**src/rtl/rv32_instr_encoder.sv**
```systemverilog
// rtl/rv32_instr_encoder.sv - RV32I field-descriptor to instruction-word encoder with address-tagged output FIFO
module rv32_instr_encoder #(
    parameter int          DEPTH     = 4,
    parameter logic [31:0] BASE_ADDR = 32'h0000_0000
) (
    input  logic                       clk,
    input  logic                       rst,
    input  logic                       in_valid,
    output logic                       in_ready,
    input  logic [3:0]                 in_class,
    input  logic [4:0]                 in_rd,
    input  logic [4:0]                 in_rs1,
    input  logic [4:0]                 in_rs2,
    input  logic [2:0]                 in_funct3,
    input  logic                       in_func7,
    input  logic [31:0]                in_imm,
    output logic                       out_valid,
    input  logic                       out_ready,
    output logic [31:0]                out_instr,
    output logic [31:0]                out_addr,
    output logic [$clog2(DEPTH):0]     count,
    output logic                       err
);
    localparam int AW = $clog2(DEPTH);
    localparam int CW = AW + 1;
    localparam logic [CW-1:0] DEPTH_C = CW'(DEPTH);

    localparam logic [6:0] OP_R      = 7'b0110011;
    localparam logic [6:0] OP_I      = 7'b0010011;
    localparam logic [6:0] OP_STORE  = 7'b0100011;
    localparam logic [6:0] OP_LUI    = 7'b0110111;
    localparam logic [6:0] OP_AUIPC  = 7'b0010111;
    localparam logic [6:0] OP_JAL    = 7'b1101111;
    localparam logic [6:0] OP_BRANCH = 7'b1100011;
    localparam logic [6:0] OP_JALR   = 7'b1100111;
    localparam logic [6:0] OP_LOAD   = 7'b0000011;

    logic [31:0]   mem_instr [DEPTH];
    logic [31:0]   mem_addr  [DEPTH];
    logic [AW-1:0] wptr, rptr;
    logic [CW-1:0] cnt;
    logic [31:0]   addr_ctr;
    logic          err_q;
    logic [31:0]   enc_word;
    logic          enc_legal;
    logic          accept, push, pop;

    always_comb begin
        enc_word  = '0;
        enc_legal = 1'b1;
        case (in_class)
            4'd0: enc_word = {1'b0, in_func7, 5'b0, in_rs2, in_rs1, in_funct3, in_rd, OP_R};
            4'd1: begin
                // shifts carry shamt plus the SRAI/SRLI select bit instead of a 12-bit immediate
                if (in_funct3 == 3'b001 || in_funct3 == 3'b101)
                    enc_word = {1'b0, in_func7, 5'b0, in_imm[4:0], in_rs1, in_funct3, in_rd, OP_I};
                else
                    enc_word = {in_imm[11:0], in_rs1, in_funct3, in_rd, OP_I};
            end
            4'd2: enc_word = {in_imm[11:5], in_rs2, in_rs1, in_funct3, in_imm[4:0], OP_STORE};
            4'd3: enc_word = {in_imm[31:12], in_rd, OP_LUI};
            4'd4: enc_word = {in_imm[31:12], in_rd, OP_AUIPC};
            4'd5: enc_word = {in_imm[20], in_imm[10:1], in_imm[11], in_imm[19:12], in_rd, OP_JAL};
            4'd6: enc_word = {in_imm[12], in_imm[10:5], in_rs2, in_rs1, in_funct3,
                              in_imm[4:1], in_imm[11], OP_BRANCH};
            4'd7: enc_word = {in_imm[11:0], in_rs1, 3'b000, in_rd, OP_JALR};
            4'd8: enc_word = {in_imm[11:0], in_rs1, in_funct3, in_rd, OP_LOAD};
            default: enc_legal = 1'b0;
        endcase
    end

    assign in_ready  = !rst && (cnt < DEPTH_C);
    assign out_valid = (cnt != '0);
    assign out_instr = out_valid ? mem_instr[rptr] : '0;
    assign out_addr  = out_valid ? mem_addr[rptr]  : '0;
    assign count     = cnt;
    assign err       = err_q;

    assign accept = in_valid && in_ready;
    assign push   = accept && enc_legal;
    assign pop    = out_valid && out_ready;

    always_ff @(posedge clk) begin
        if (rst) begin
            wptr     <= '0;
            rptr     <= '0;
            cnt      <= '0;
            addr_ctr <= BASE_ADDR;
            err_q    <= 1'b0;
        end else begin
            if (push) begin
                wptr     <= wptr + AW'(1);
                addr_ctr <= addr_ctr + 32'd4;
            end
            if (pop)
                rptr <= rptr + AW'(1);
            if (accept && !enc_legal)
                err_q <= 1'b1;
            case ({push, pop})
                2'b10:   cnt <= cnt + CW'(1);
                2'b01:   cnt <= cnt - CW'(1);
                default: cnt <= cnt;
            endcase
        end
    end

    // storage needs no reset: entries are only visible through cnt
    always_ff @(posedge clk) begin
        if (push) begin
            mem_instr[wptr] <= enc_word;
            mem_addr[wptr]  <= addr_ctr;
        end
    end
endmodule

```
**config.mk**
```make
export PLATFORM = sky130hd
export DESIGN_NAME = rv32_instr_encoder
export DESIGN_NICKNAME = d
export VERILOG_FILES = /design/src/rtl/rv32_instr_encoder.sv
export SDC_FILE = /design/constraint.sdc
export NUM_CORES = 1
export LEC_CHECK = 0
export CAP_MARGIN = 25
export CORE_UTILIZATION = 25
export DETAILED_ROUTE_END_ITERATION = 8
export GPL_ROUTABILITY_DRIVEN = 0
export PLACE_DENSITY = 0.39
export RECOVER_POWER = 100
export SLEW_MARGIN = 20
export SYNTH_ARGS = -nofsm -noshare
export SYNTH_HDL_FRONTEND = slang
export SYNTH_SLANG_ARGS = --single-unit
```
**constraint.sdc**
```tcl
create_clock -name clk -period 4.1 [get_ports clk]
set_input_delay 1.23 -clock clk [delete_from_list [all_inputs] [get_ports clk]]
set_output_delay 1.23 -clock clk [all_outputs]
set_load 0.05 [all_outputs]
```
# Yosys cells after proc, flatten, opt, wreduce, memory -nomap -nowiden
# Memories as Yosys holds them, arrays and structs flattened. A register that Yosys moved wholly into a read port is not among the register bits.
# Cells that the tools add are included.
# word_totals
register_bits,40
latchBits,0
mem_bits_rw,256
mem_bits_ro,0
in_bits,59
output_inout_bits,70
wordCells,49
memories,2
# classes
add_sub_neg,5
multipliers,0
n_div,0
magnitude_cmp,1
eq_ne,12
shift,0
n_mux,12
bitwise_logic,0
n_reduce_logical,12
# memory_table
memory,depth,width,rd,rd_ports_with_merged_regs,wr,line,source
mem_addr,4,32,1,1,1,39,logic [31:0] mem_addr [DEPTH];
mem_instr,4,32,1,1,1,38,logic [31:0] mem_instr [DEPTH];
# ops
operator,count
case mux 32 bit (9 select lines),1
two-way mux 32 bit,3
"adder 32 x 3 -> 32 bit, second input constant",1
"equality test 4 x 3 -> 1 bit, second input constant",4
OR reduction 9 bit,1
"equality test 4 x 2 -> 1 bit, second input constant",2
two-way mux 2 bit,4
case mux 3 bit (2 select lines),1
logical AND 1 bit,5
"adder 2 x 1 -> 2 bit, second input constant",2
"equality test 4 x 1 -> 1 bit, second input constant",1
"equality test 4 bit, second input constant",1
logical NOT 4 bit,1
"adder 3 x 1 -> 3 bit, second input constant",1
"equality test 3 x 1 -> 1 bit, second input constant",1
"equality test 3 bit, second input constant",1
"less-than comparator 3 bit, second input constant",1
two-way mux 1 bit,3
nonzero test 3 bit,1
"subtractor 3 x 1 -> 3 bit, second input constant",1
"equality test 2 x 1 -> 1 bit, second input constant",1
"equality test 2 bit, second input constant",1
logical NOT 1 bit,2
nonzero test 2 bit,1
logical OR 1 bit,1

# Depth between registers and ports, before layout
# Gate-level depths: netlist of run 1.
# logic_depth
ltp_word,6
ltp_mapped,10
ltp_nobuf,9

# Least setup slack after synthesis of run 1
# Ideal clock, no wire load.
# synth_timing
path_type,input-to-reg
start,input port in_class[1]
end,"memory mem_addr[0][10], enable pin"
setup_ps,426
arrival_ps,3277
required_time_ps,3674
path_slack_ps,397
stages,4
n_path_buf,1
cell_sequence,o31a_4 > inv_2 > buf_6 > and3_1
# synth_between
elab_chain_cells,6
word_cells_on_any_way,14
classes_between,eq/ne: 8; mux: 3; reduce/logical: 3
# synth_lines
element,line,source
start: declaration,10,"input logic [3:0] in_class,"
"equality test 4 x 1 -> 1 bit, or another cell as far along",51,case (in_class)
OR reduction 9 bit (no source line) (*),n/a,
two-way mux 1 bit (*),51,
logical AND 1 bit (*),80,assign push = accept && enc_legal;
two-way mux 1 bit (*),109,if (push) begin
two-way mux 1 bit (not written as such) (*),111,mem_addr[wptr] <= addr_ctr;
end: declaration,39,
# Mark *: on every way between the ends. The rest lies on a longest branch, timed or not.

==> results list, run 1 <==
- In this run the tightest slew margin relative to its limit is 23.9%.
* Max stage delay on crit path: 0.70 ns
* Worst clock skew: 0.0142 ns
* Number of input and output port buffers inserted: 126
- Net count of the finished layout: 953
* Sum Neg Setup Slack: 0 ns
- Maximum number of pins on one net before global-route repair: 47
* Die Y-Extent: 220 µm
- EDFF count, synth: 244
- Synth top area share: 61.6%
- Synthesis produced a netlist whose cell count is 734.
- Timing would allow up to 252 MHz.
* Largest cells by area after synthesis: sky130_fd_sc_hd__edfxtp_1 (62%), sky130_fd_sc_hd__mux4_2 (12%), sky130_fd_sc_hd__dfxtp_1 (6.7%), sky130_fd_sc_hd__and2_1 (3.4%), sky130_fd_sc_hd__a22o_1 (1.4%)
* Skew-Pair Late Insertion Delay: 0.51 ns
* Total count of hold-check failures in the final report: 0
* Clock-pin slew on the worst setup and hold paths: 0.05 ns
- The root buffer cell chosen for the clock tree is sky130_fd_sc_hd__clkbuf_16.
- Share of final-layout standard cells stronger than drive strength 1: 15.7%
- Hold buffer count at cts: 0
* Data arrival time of the worst path: 2.74 ns
- In the synthesized netlist the dominant register cell turns out to be sky130_fd_sc_hd__edfxtp_1.
- Worst VDD drop: 0.244 mV
- Antenna-violating nets left: 0
- Number of top-level pins: 129
- Power density over the cells: 586 mW/mm²
* Setup crit start kind: register
- The pre-antenna-repair detailed-routing pass consisted of 9 iterations.
- The routed design has 29.8 mm of wire.
- Data on the critical path is required at its endpoint by 2.87 ns.
- In this run the most critical hold path is launched from wptr[1].
- The number of antenna diodes in the final layout is 0.
- The worst setup path is of the register to primary output kind.
* Number of DRC markers in iteration 0: 352
- Number of vias in the routed layout: 6,866
* Warning count from the yosys run: 0
* Number of gates given a new drive strength after cts: 11
* # Max-Cap Violations: 0
- A synthesized cell averages 16.2 µm².
- Async SR Flop Fraction: 0%
- In this run the deepest clock path goes through 3 buffers.
- Failing checks: DRC
* Maximum fanout encountered on the critical timing path: 14
- In this run the post-CTS setup repair buffer count came out at 0.
- The run finished, with violations left.
* Final critical-path share of the clock period: 96.8%
- At the pin with the least slew margin, the transition time is 1.14 ns.
* Num Clock Sinks: 284
- Setup repair after global routing left no endpoint under its margin.
- Vias in the first global route: 7,250
- Number of antenna violations at the first check in global routing: 0
* Most numerous cell types in the synthesized netlist: sky130_fd_sc_hd__edfxtp_1 (244), sky130_fd_sc_hd__and2_1 (64), sky130_fd_sc_hd__mux4_2 (61)
* X dimension of the die: 220 µm
* H-tree depth reported by CTS: 2
* Average wire length per cell after detail routing: 19.6 µm
- The synthesized netlist occupies a cell area of 0.0119 mm².
- Setup violations remaining at the end of the flow were counted as 0.
* Number of fill cells in the layout: 4,627
- Counting flops and latches in the post-synthesis netlist gives 284.
* Final standard cell utilization of the core: 32.1%
- Placed wire-length estimate: 19.4 mm
- Seq. cell area: 0.00813 mm²
- TritonCTS built the clock tree.
* Number of standard-cell rows in the floorplan: 79
* R2R Path Start: count[2]
- Num CTS Buffers: 34
- Number of remaining DRC errors: 15
- Multi-input gate area in the final layout: 0.00349 mm²
* Slowest cell on the critical path: sky130_fd_sc_hd__clkdlybuf4s50_1
* Via density: 4.52
- The number of different library cells used by synthesis comes to 48.
- Layout Area Growth over Synthesis: 26.2%
* Total GRT Usage: 12.5%
- Critical-path cell list: buf_12 -> mux4_2 -> and2_0 -> clkdlybuf4s50_1
- The first global-routing pass estimated 45.0 mm of wire.
- Of all cell types, the one taking the most synthesized area is sky130_fd_sc_hd__edfxtp_1.
- The core region is 0.0468 mm².
* Fin. max-slew vios: 0
- Sequential element share of the synthesized area: 68.4%
- Hold WC Path Type: register to register
- For this configuration, the core starts out at a cell density of 25.4%.
- Minimum clock period after layout: 3.97 ns
- Leakage: 5.00 nW
- The floorplan step defined a die boundary enclosing 0.0484 mm².
- Cell with the most instances after synthesis: sky130_fd_sc_hd__edfxtp_1
* Gr ovfl total: 0
* Nature of the critical path endpoint: primary output
[power breakdown]
group	internal (mW)	total, mW	switching, mW
registers	3.20	3.25	0.0583
clock network	1.75	2.89	1.14
logic	0.965	2.65	1.69
[routing by layer]
| layer | global-route usage [%] | up-vias | routed length, µm |
|---|---|---|---|
| li1 | - | 3179 | - |
| met1 | 17.0 | 3504 | 13800 |
| met2 | 20.0 | 141 | 14000 |
| met3 | 2.44 | 42 | 1510 |
| met4 | 3.45 | 0 | 522 |
| met5 | 0 | - | 0 |
[layout make-up]
cell class              instances  share of cell area (%)
clock buffers                  42                    6.01
multi-input cells             392                    23.3
clock inverters                19                    1.11
well taps                     607                    5.06
flip-flops and latches        284                    54.2
repair buffers                159                    9.97
inverters                      16                   0.400
[sequential cells by signal, indices dropped and copies added (netlist names), named ones only]
register / cells
mem_addr: 120
err: 1
mem_instr: 124
addr_ctr: 30
wptr: 2
rptr: 2
count: 3
[worst paths after layout]
kind | end | slack, ns | cells after the start
min | wptr[1] | 0.52 | 2
min reg2reg | wptr[1] | 0.52 | 2
max | out_addr[19] | 0.13 | 4
max reg2reg | count[2] | 1.33 | 9
[cells by family after synthesis]
| group | share of synthesized area [%] |
|---|---|
| AO/OA/AOI/OAI | 4.97 |
| XOR/XNOR | 1.03 |
| adder cells (fa/ha/maj) | 0.800 |
| buffers and inverters | 2.16 |
| flip-flops | 68.4 |
| multiplexers | 12.6 |
| other | 0.0315 |
| AND/OR/NAND/NOR | 10.1 |
[through the flow]
| step | instance area (µm²) | hold WS (ns) | worst slack, ns | power [mW] | std cells |
|---|---|---|---|---|---|
| 2_1_floorplan | 11900 | 0.469 | 0.397 | 5.10 | 735 |
| 3_3_place_gp | 14100 | 0.514 | 0.480 | 6.13 | 1458 |
| 3_5_place_dp | 14100 | 0.516 | 0.444 | 6.13 | 1458 |
| 4_1_cts | 15200 | 0.523 | 0.0504 | 9.05 | 1519 |
| 5_1_grt | 15000 | 0.558 | 0.00876 | 9.21 | 1519 |
| 6_report | 15000 | 0.521 | 0.131 | 8.80 | 1519 |
[cells in the final DEF, fill, tap and decap left out, types with 6 or more instances in the layout]
master                            instances
sky130_fd_sc_hd__xor2_1                   8
sky130_fd_sc_hd__edfxtp_1               244
sky130_fd_sc_hd__clkbuf_1                18
sky130_fd_sc_hd__clkbuf_16               35
sky130_fd_sc_hd__nand2_1                 22
sky130_fd_sc_hd__mux4_2                  61
sky130_fd_sc_hd__nor4_1                   9
sky130_fd_sc_hd__mux2_2                   8
sky130_fd_sc_hd__nor2b_1                 15
sky130_fd_sc_hd__and2_0                  31
sky130_fd_sc_hd__ha_1                     6
sky130_fd_sc_hd__and2_1                  33
sky130_fd_sc_hd__inv_1                   16
sky130_fd_sc_hd__and3_1                   9
sky130_fd_sc_hd__xnor2_1                  6
sky130_fd_sc_hd__nor2_1                  35
sky130_fd_sc_hd__dfxtp_1                 38
sky130_fd_sc_hd__clkinv_1                 9
sky130_fd_sc_hd__buf_4                   10
sky130_fd_sc_hd__dlygate4sd2_1           11
sky130_fd_sc_hd__o21ai_0                 12
sky130_fd_sc_hd__dlygate4sd3_1           26
sky130_fd_sc_hd__or4_1                   12
sky130_fd_sc_hd__a21oi_1                 29
sky130_fd_sc_hd__o31ai_1                 12
sky130_fd_sc_hd__nand3_1                 14
sky130_fd_sc_hd__a22o_1                  19
sky130_fd_sc_hd__nand4_1                  9
sky130_fd_sc_hd__clkdlybuf4s50_1         87
[worst max-delay path, delay by kind of cell, from the launching register on]
kind / cells / cell delay [ns]
flops: 1 / 0.54
mux: 1 / 0.57
buf+inv: 2 / 0.91
simple gates: 1 / 0.18
Power figures use the tool's default switching activity.
==> run 2: changes to the inputs <==
--- a/config.mk
+++ b/config.mk
@@ -6,6 +6,7 @@
 export NUM_CORES = 1
 export LEC_CHECK = 0
 export CAP_MARGIN = 25
+export CORE_MARGIN = 3
 export CORE_UTILIZATION = 25
 export DETAILED_ROUTE_END_ITERATION = 8
 export GPL_ROUTABILITY_DRIVEN = 0
==> constraint.sdc (replaced) <==
create_clock -name clk -period 4.9 [get_ports clk]
set_input_delay 1.47 -clock clk [delete_from_list [all_inputs] [get_ports clk]]
set_output_delay 1.47 -clock clk [all_outputs]
set_load 0.05 [all_outputs]
==> results list, run 2 (synthesized netlist as in run 1, its figures left out) <==
* Number of remaining DRC errors: 0
- Outcome: finished clean
- The worst-case IR drop observed on VDD is 0.258 mV.
- Length of the first detailed-routing pass in iterations: 4
- Measured on the finished design, the core utilization comes to 31.9%.
* CTS tree: done
- Routed Wire Length: 30.4 mm
- The worst path in the final design needs a cycle of 4.64 ns, including I/O delays and setup.
* Largest registers: mem_instr: 124 flops, mem_addr: 120 flops, addr_ctr: 30 flops
- Total Die Area: 0.0502 mm²
- Placed wire-length estimate: 19.5 mm
- Across the run, the number of max-cap violations was 0.
- Measured in cells, the most critical reg-to-reg path has a length of 9.
- After the first detailed-routing iteration, the DRC count stood at 322.
- Destination of the worst register-to-register timing path: count[2]
* Data arrival time of the worst path: 3.17 ns
- Max stage delay on crit path: 0.96 ns
- At the placement stage, the worst setup path has a slack of 0.749 ns.
* Number of standard-cell rows in the floorplan: 79
* Slew at the pin closest to its max-slew limit: 0.973 ns
- The number of hold violations in the final report was 0.
- Number of vias in the routed layout: 6,798
* Hold WC Path Type: register to register
- Num CTS Buffers: 34
- After clock tree synthesis, the repair step resized 0 gates.
- Static timing analysis puts the maximum clock frequency at 216 MHz.
- Setup crit start kind: register
- Including well taps, the total number of placed cells is 1,447.
- In this run the worst path has a maximum fanout of 35.
- The die is 224 µm wide.
* Cell count of the worst hold path: 2
* Nature of the critical path endpoint: primary output
- In this run switching power makes up 33.2% of total power.
- The die is 224 µm tall.
* Clock Path Buffers: 3
* Top library cells by usage in the layout, fill and taps aside: sky130_fd_sc_hd__edfxtp_1 (244), sky130_fd_sc_hd__dlygate4sd3_1 (66), sky130_fd_sc_hd__and2_1 (63)
- Clock tree synthesis selected as its root buffer the cell sky130_fd_sc_hd__clkbuf_16.
- In this run, the combinational gates consume 29.6% of the power.
* Total core area: 0.0468 mm²
- Once the floorplan was initialized, standard cells occupied 25.4% of the core.
- After clock tree synthesis, the clock-pin slew on the worst setup and hold paths is 0.06 ns.
* Required time worst endpoint: 3.43 ns
* Number of top-level pins: 129
- After detailed routing, the average wire length per cell comes to 20.2 µm.
* Number of flip-flops in the largest register: 124
- For the final routed database, the setup TNS stands at 0 ns.
* Via density: 4.51
- Number of antenna violations at the first check in global routing: 0
- Vias in the first global route: 7,271
- Wire length of the first global-routing pass: 46.2 mm
- Setup violations remaining at the end of the flow were counted as 0.
- The post-route netlist has 15.5% of its cells at a drive strength greater than 1.
- Entering global routing, the biggest net connects 49 pins.
* Number of input and output port buffers inserted: 126
* Net count of the finished layout: 942
* End of the worst hold path: err
- The worst pin sits at a relative slew slack of 35.0%.
* Worst setup slack after layout: 0.260 ns
- Summed over all layers, the global routing overflow is 0.
- Non-filler instance count after layout: 1,508
- Slowest cell on the critical path: sky130_fd_sc_hd__dfxtp_1
- Most common library cell in the layout ignoring fill and taps: sky130_fd_sc_hd__edfxtp_1
- Compared with the post-synthesis result, the final layout area differs by 25.5%.
- Ranked by flip-flop count, first place goes to mem_instr.
- The startpoint identified for the worst hold timing path is err.
- Smallest hold slack: 0.487 ns
* Cell-internal power: 4.82 mW
- The clock tree synthesis step divided the H-tree into 2 levels.
- The final number of max-transition violations was 0.
- The critical path is of the register to primary output type.
- Clock network fraction of total power: 32.5%
- Post-CTS setup buffer count: 0
* Skew-Pair Late Insertion Delay: 0.51 ns
- Power density over the cells: 484 mW/mm²
- The count of nets left with antenna violations once routing finished came out at 0.
- The repair_antennas step left the layout with diodes totalling 0.
- Setup repair after global routing missed its margin: false
- The tree built by TritonCTS fans out to 284 sinks.
* R2R Path Start: count[2]
- Sequential group share of total power: 37.9%
- Leakage: 5.06 nW
- FF-to-FF setup slack: 1.87 ns
* Total GRT Usage: 12.1%
- Number of fill cells in the layout: 4,626
- Reported net switching power: 2.39 mW
- Critical-path cell list: buf_12 -> mux4_2 -> and2_1 -> dlygate4sd3_1
- For the final database, setup skew stands at 0.0112 ns.
* Final critical-path share of the clock period: 94.7%
- For this design, the CTS-stage hold fixing added 0 buffers.
==> run 2: worst max-delay path: cells and delay by family (launching register included) <==
family                 cells  cell delay [ns]
DFF                        1             0.96
and+or+nand+nor            1             0.18
buffers and inverters      2             1.10
muxes                      1             0.39
==> run 2: per-layer routing <==
| layer | vias up | global-route usage [%] | wire (µm) |
|---|---|---|---|
| met5 | - | 0 | 0 |
| met1 | 3453 | 16.7 | 14000 |
| met4 | 0 | 3.18 | 526 |
| li1 | 3157 | - | - |
| met3 | 34 | 2.36 | 1520 |
| met2 | 154 | 19.8 | 14300 |
==> run 2: how the worst max path moves through the flow <==
stage / from / to / slack (ns) / cells after the start
2_1_floorplan: rst / in_ready / 0.91 / 3
3_3_place_gp: count[2] / out_addr[13] / 0.78 / 4
3_5_place_dp: count[2] / out_addr[13] / 0.75 / 4
4_1_cts: count[2] / out_addr[13] / 0.18 / 4
5_1_grt: count[2] / out_addr[18] / 0.05 / 4
6_report: register / out_addr[25] / 0.26 / 4
==> run 2: power groups by stage <==
stage / clock network, mW / logic, mW / registers [mW]
after floorplan: 0 / 1.50 / 2.77
after global placement: 0 / 2.29 / 2.79
after detailed placement: 0 / 2.28 / 2.79
after CTS: 2.44 / 2.29 / 2.74
after global routing: 2.56 / 2.28 / 2.75
final: 2.35 / 2.13 / 2.73
==> run 2: per-stage QoR <==
stage / power (mW) / cell area, µm²
final: 7.21 / 14900
after global placement: 5.08 / 14000
after global routing: 7.58 / 14900
after floorplan: 4.27 / 11900
after CTS: 7.47 / 15000
after detailed placement: 5.07 / 14000
==> run 2: cell type report <==
class,instances,area [µm²],share of cell area (%)
sequential,284,8130,54.5
multi-input combinational,392,3490,23.4
timing repair buffer,148,1430,9.61
clock buffer,44,930,6.23
tap,607,759,5.09
clock inverter,17,113,0.755
inverter,16,60.1,0.403
